===== src/rtl/arith_sequencer_pkg.sv =====
// Shared definitions for the arithmetic machine sequencer.
// Holds the 3-bit FSM state encoding, so the top level and the bench
// decode the debug `state` port by name, and the default width of the
// retired-instruction counter.
package arith_sequencer_pkg;

   localparam int DEFAULT_COUNT_WIDTH = 32;

   // Codes 6 and 7 are unused; the FSM maps them back to ST_IDLE.
   typedef enum logic [2:0] {
      ST_IDLE      = 3'd0,
      ST_FETCH     = 3'd1,
      ST_DECODE    = 3'd2,
      ST_EXECUTE   = 3'd3,
      ST_WRITEBACK = 3'd4,
      ST_HALTED    = 3'd5
   } state_t;

endpackage


===== src/rtl/arith_sequencer_sat_counter.sv =====
// sat_counter: synchronous-reset up-counter with enable that holds at
// all-ones instead of wrapping.
// Ports:
//   clock       rising-edge clock
//   reset       synchronous active-high clear
//   enable      count up by one on this edge (unless saturated)
//   count       current value
//   next_count  value the counter takes on an enabled edge
module sat_counter #(
   parameter int WIDTH = 8
) (
   input  logic             clock,
   input  logic             reset,
   input  logic             enable,
   output logic [WIDTH-1:0] count,
   output logic [WIDTH-1:0] next_count
);

   assign next_count = (&count) ? count : count + WIDTH'(1);

   always_ff @(posedge clock) begin
      if (reset) begin
         count <= '0;
      end else if (enable) begin
         count <= next_count;
      end
   end

endmodule


===== src/rtl/arith_sequencer.sv =====
// arith_sequencer: multi-cycle control FSM for the arithmetic machine.
// Each instruction walks FETCH -> DECODE -> EXECUTE -> WRITEBACK; the
// PC and the regfile are only written in WRITEBACK. Supports continuous
// run, single-step, stop-after-current, exception halt and a saturating
// retired-instruction count.
// Ports:
//   clock, reset            clock and synchronous active-high reset
//   start, step             begin run / single instruction (IDLE only)
//   stop                    stop once the in-flight instruction retires
//   clear_except            leave HALTED
//   dec_except              decoder exception for current instruction
//   dec_writeenable         decoder regfile write request
//   ir_load                 fetch strobe (FETCH)
//   pc_enable               PC advance (WRITEBACK)
//   rf_writeenable          regfile write (WRITEBACK and dec_writeenable)
//   busy, halted            status
//   except_latched          sticky exception flag
//   inst_count              retired instructions, saturating
//   state                   current FSM state code
module arith_sequencer
   import arith_sequencer_pkg::*;
#(
   parameter int COUNT_WIDTH = DEFAULT_COUNT_WIDTH,
   parameter int MAX_INSTS   = 0
) (
   input  logic                   clock,
   input  logic                   reset,
   input  logic                   start,
   input  logic                   step,
   input  logic                   stop,
   input  logic                   clear_except,
   input  logic                   dec_except,
   input  logic                   dec_writeenable,
   output logic                   ir_load,
   output logic                   pc_enable,
   output logic                   rf_writeenable,
   output logic                   busy,
   output logic                   halted,
   output logic                   except_latched,
   output logic [COUNT_WIDTH-1:0] inst_count,
   output logic [2:0]             state
);

   localparam logic [COUNT_WIDTH-1:0] MAX_CMP = COUNT_WIDTH'(MAX_INSTS);

   state_t                 state_q;
   logic                   step_mode;
   logic                   stop_pending;
   logic                   ir_load_q;
   logic                   wb_q;
   logic [COUNT_WIDTH-1:0] count_inc;
   logic                   limit_hit;

   sat_counter #(.WIDTH(COUNT_WIDTH)) u_inst_count (
      .clock      (clock),
      .reset      (reset),
      .enable     (state_q == ST_WRITEBACK),
      .count      (inst_count),
      .next_count (count_inc)
   );

   // Compare against the post-increment value so the run stops on the
   // retirement that reaches the limit.
   assign limit_hit = (MAX_INSTS != 0) && (count_inc == MAX_CMP);

   always_ff @(posedge clock) begin
      if (reset) begin
         state_q        <= ST_IDLE;
         except_latched <= 1'b0;
         step_mode      <= 1'b0;
         stop_pending   <= 1'b0;
         ir_load_q      <= 1'b0;
         wb_q           <= 1'b0;
      end else begin
         // Strobe registers track the state being entered.
         ir_load_q <= 1'b0;
         wb_q      <= 1'b0;
         case (state_q)
            ST_IDLE: begin
               stop_pending <= 1'b0;
               if (start) begin
                  state_q   <= ST_FETCH;
                  step_mode <= 1'b0;
                  ir_load_q <= 1'b1;
               end else if (step) begin
                  state_q   <= ST_FETCH;
                  step_mode <= 1'b1;
                  ir_load_q <= 1'b1;
               end
            end
            ST_FETCH: begin
               if (stop) stop_pending <= 1'b1;
               state_q <= ST_DECODE;
            end
            ST_DECODE: begin
               if (stop) stop_pending <= 1'b1;
               if (dec_except) begin
                  state_q        <= ST_HALTED;
                  except_latched <= 1'b1;
               end else begin
                  state_q <= ST_EXECUTE;
               end
            end
            ST_EXECUTE: begin
               if (stop) stop_pending <= 1'b1;
               state_q <= ST_WRITEBACK;
               wb_q    <= 1'b1;
            end
            ST_WRITEBACK: begin
               stop_pending <= 1'b0;
               if (step_mode || stop_pending || stop || limit_hit) begin
                  state_q <= ST_IDLE;
               end else begin
                  state_q   <= ST_FETCH;
                  ir_load_q <= 1'b1;
               end
            end
            ST_HALTED: begin
               if (clear_except) begin
                  state_q        <= ST_IDLE;
                  except_latched <= 1'b0;
               end
            end
            default: state_q <= ST_IDLE;
         endcase
      end
   end

   // Strobes are masked by reset so an abandoned instruction never
   // advances the PC or writes the regfile in the reset cycle.
   assign ir_load        = ir_load_q & ~reset;
   assign pc_enable      = wb_q & ~reset;
   assign rf_writeenable = wb_q & dec_writeenable & ~reset;

   assign busy   = (state_q == ST_FETCH)   || (state_q == ST_DECODE) ||
                   (state_q == ST_EXECUTE) || (state_q == ST_WRITEBACK);
   assign halted = (state_q == ST_HALTED);
   assign state  = state_q;

endmodule


===== config.mk =====
export PLATFORM = sky130hd
export DESIGN_NAME = arith_sequencer
export DESIGN_NICKNAME = d
export VERILOG_FILES = /design/src/rtl/arith_sequencer_pkg.sv /design/src/rtl/arith_sequencer_sat_counter.sv /design/src/rtl/arith_sequencer.sv
export SDC_FILE = /design/constraint.sdc
export NUM_CORES = 1
export LEC_CHECK = 0
export BUFFER_PORTS_ARGS = -buffer_cell sky130_fd_sc_hd__buf_2
export CAP_MARGIN = 20
export CORE_MARGIN = 8
export CORE_UTILIZATION = 34
export CTS_CLUSTER_SIZE = 28
export DETAILED_ROUTE_END_ITERATION = 7
export PLACE_DENSITY = 0.6
export SETUP_SLACK_MARGIN = 0.02
export SYNTH_ARGS = -nofsm -noshare
export SYNTH_HDL_FRONTEND = slang
export SYNTH_SLANG_ARGS = --single-unit

===== constraint.sdc =====
create_clock -name clock -period 2.7 [get_ports clock]
set_input_delay 0.54 -clock clock [delete_from_list [all_inputs] [get_ports clock]]
set_output_delay 0.54 -clock clock [all_outputs]
set_load 0.02 [all_outputs]

==> results_dict.tcl <==
set metrics [dict create \
    arrival_ps 2450 \
    ios 49 \
    cp_slowest_stage_delay_ps 600 \
    cts_hold_buf 0 \
    critPathSlowestCell "or4_4" \
    via_count 1913 \
    maxCapViolations 0 \
    path_class "register to register" \
    wl_met2_mm 2.25 \
    nets 301 \
    fin_setup_tns_ps 0 \
    cts_inserted_buffers 5 \
    ys_warn_count 0 \
    r2r_start "u_inst_count.count[16]" \
    timing.reg2reg.setup_slack_ps 470 \
    dieWidth_microns 93.0 \
    dp_cells 360 \
    remaining_drc_errors 0 \
    cts_setup_buffers 0 \
    crit_top_cell "or3_1" \
    fin_cells 368 \
    endpoint_kind "register" \
    finalCriticalPeriod_ps 2230 \
    synth_ff_type "dfxtp_1" \
    synth-edff-count 0 \
    netlist_instances 242 \
    clock-sinks 40 \
    fp.dieH_microns 93.0 \
    hold_violations 0 \
    reg2reg_to "u_inst_count.count[27]" \
    hold_slack_ps 465 \
    clock_skew_ps 9.55 \
    path_cells "nand4_4 -> or3_1 -> or4_4 -> or3_1 -> a21oi_1" \
    slew_headroom_pct 64.1 \
    htreeDepth 2 \
    seq_area_frac_synth_pct 39.7 \
    outcome "complete, no violations" \
    clkTransAtPathRegs_ps 80 \
    cp-start-kind "register" \
    gp_congestion 0.767 \
    maxUsedRoutingLayer "met4" \
    worstPathRequired_ps 2920 \
    overflow 0 \
    area_delta_synth_final_pct 21.2 \
    post_cts_resize_count 0 \
    dieArea_sq_um 8650 \
    p_leak_nw 1.01 \
    irDropWorstVdd_mv 0.213 \
    min_path_type "input pin to register" \
    yosysTopAreaCell "dfxtp_1" \
    diodes 0 \
    rows 28 \
    grt_pass1_vias 1864 \
    r2r_cells 5 \
    tightest_slew_ps 536 \
    cts_buffer_depth 2 \
    fmax_mhz 448 \
    drive_gt1_share_pct 27.3 \
    synth_seq_cells 40 \
    hpwlAfterDp_mm 3.69 \
    crit_path_max_fanout 8 \
    crit_start "u_inst_count.count[16]" \
    grt_usage_pct 12.2 \
    core-area_sq_um 5820 \
    antenna_found_initial 0 \
    synthesis.area_sq_um 2020 \
    seq_area_sq_um 801 \
    yosysMostFrequentCell "dfxtp_1" \
    tritoncts "yes" \
    drt_pre_antenna_iters 4 \
    critical_path.endpoint "u_inst_count.count[27]" \
    powerDensity_nw_per_um2 455 \
    cts-root-buf "clkbuf_8" \
    synth_area_leaders "dfxtp_1 (40%), mux2_2 (6.1%), nor2_1 (5.2%)" \
    fin_crit_sh_pct 82.8 \
    synth_top_area_share_pct 39.7 \
    slew_violations 0 \
    drt_iter0_drc 83 \
    postRouteAntennaNets 0 \
    rsz0062_at_grt "false" \
    worstSkewPairLatency_ps 290 \
    dr_wl_met3_microns 272 \
    viasPerCell 5.20 \
    yosys-top-cells-count "dfxtp_1 (40), nor2_1 (28), a21oi_1 (15)" \
    power_mw 1.11 \
    synth_cell_types 38 \
    grt_first_pass_wirelength_mm 8.63 \
    wl_mm 5.00 \
    fillers 633 \
    wl_per_cell_microns 13.6 \
    met1_length_mm 2.40 \
    grt_max_degree 50 \
    avgSynthCellArea_sq_um 8.33 \
    initial_core_util_pct 34.7 \
    portBuffers 48 \
    ys_async_sr_fraction_pct 0 \
    syn_nets 251 \
    setup_viol 0 \
    multi_input_area_sq_um 1150 \
]
## critical path, delay by kind of cell, from the launching register on
| family | cells | cell delay, ps |
|---|---|---|
| flops | 1 | 480 |
| simple gates | 4 | 1560 |
| compound gates | 1 | 140 |
## cell families (layout without fill, tap and decap cells)
family                   Yosys count  in the layout  synth area share [%]
adder cells (fa/ha/maj)            1              1                 0.621
buffers and inverters             16             67                  3.10
AND/OR/NAND/NOR                  119            119                  32.5
flip-flops                        40             40                  39.7
AO/OA/AOI/OAI                     47             47                  14.2
multiplexers                      14             14                  7.64
XOR/XNOR                           5              5                  2.17
## cell usage in the layout (no fill, tap or decap), drive strengths merged
| cell type | count |
|---|---|
| a211o | 1 |
| a211oi | 4 |
| a21oi | 15 |
| a311oi | 1 |
| a31o | 2 |
| a31oi | 9 |
| and2 | 2 |
| and3 | 4 |
| and4 | 6 |
| and4bb | 1 |
| buf | 54 |
| clkbuf | 6 |
| clkinv | 2 |
| dfxtp | 40 |
| ha | 1 |
| inv | 5 |
| mux2 | 11 |
| mux2i | 3 |
| nand2 | 14 |
| nand2b | 5 |
| nand3 | 10 |
| nand4 | 10 |
| nor2 | 28 |
| nor2b | 11 |
| nor3 | 14 |
| nor3b | 1 |
| nor4 | 1 |
| o211ai | 2 |
| o21ai | 9 |
| o21bai | 1 |
| o31ai | 3 |
| or3 | 10 |
| or4 | 2 |
| xnor2 | 4 |
| xor2 | 1 |
## how the worst min path moves through the flow
stage / startpoint / endpoint / slack [ps] / depth (start not counted)
2_1_floorplan: stop_pending / stop_pending / 480 / 2
3_3_place_gp: except_latched / except_latched / 470 / 2
3_5_place_dp: except_latched / except_latched / 480 / 2
4_1_cts: start / step_mode / 460 / 2
5_1_grt: start / step_mode / 460 / 2
6_report: start / step_mode / 470 / 2
## stage by stage
stage	worst slack [ps]	instance area, sq um	utilization [%]
2_1_floorplan	451	2020	-
3_3_place_gp	513	2350	40.4
3_5_place_dp	466	2350	40.4
4_1_cts	452	2440	42.0
5_1_grt	272	2440	42.0
6_report	466	2440	42.0
## registers in the layout, indices dropped and copies added, names as in the netlist
| name | flops |
|---|---|
| u_inst_count.count | 32 |
| except_latched | 1 |
| step_mode | 1 |
| wb_q | 1 |
| stop_pending | 1 |
| state | 3 |
| ir_load_q | 1 |
## power breakdown
group / switching [mW] / internal (mW) / total, mW / leakage [nW]
logic: 0.0562 / 0.0345 / 0.0907 / 0.635
clock network: 0.212 / 0.204 / 0.416 / 0.0510
registers: 0.00724 / 0.599 / 0.606 / 0.323
## routing by layer
layer  GRT usage [%]  vias to the layer above
li1                -                      983
met1            14.6                      886
met4            5.37                        0
met3            3.77                        7
met5               0                        -
met2            19.5                       37
## layout make-up
cell class	count	share of cell area [%]
clock buffer	6	3.38
clock inverter	2	0.410
inverter	5	0.768
multi-input combinational	186	47.2
sequential	40	32.8
tap	75	3.84
timing repair buffer	54	11.7
Power figures use the tool's default switching activity.
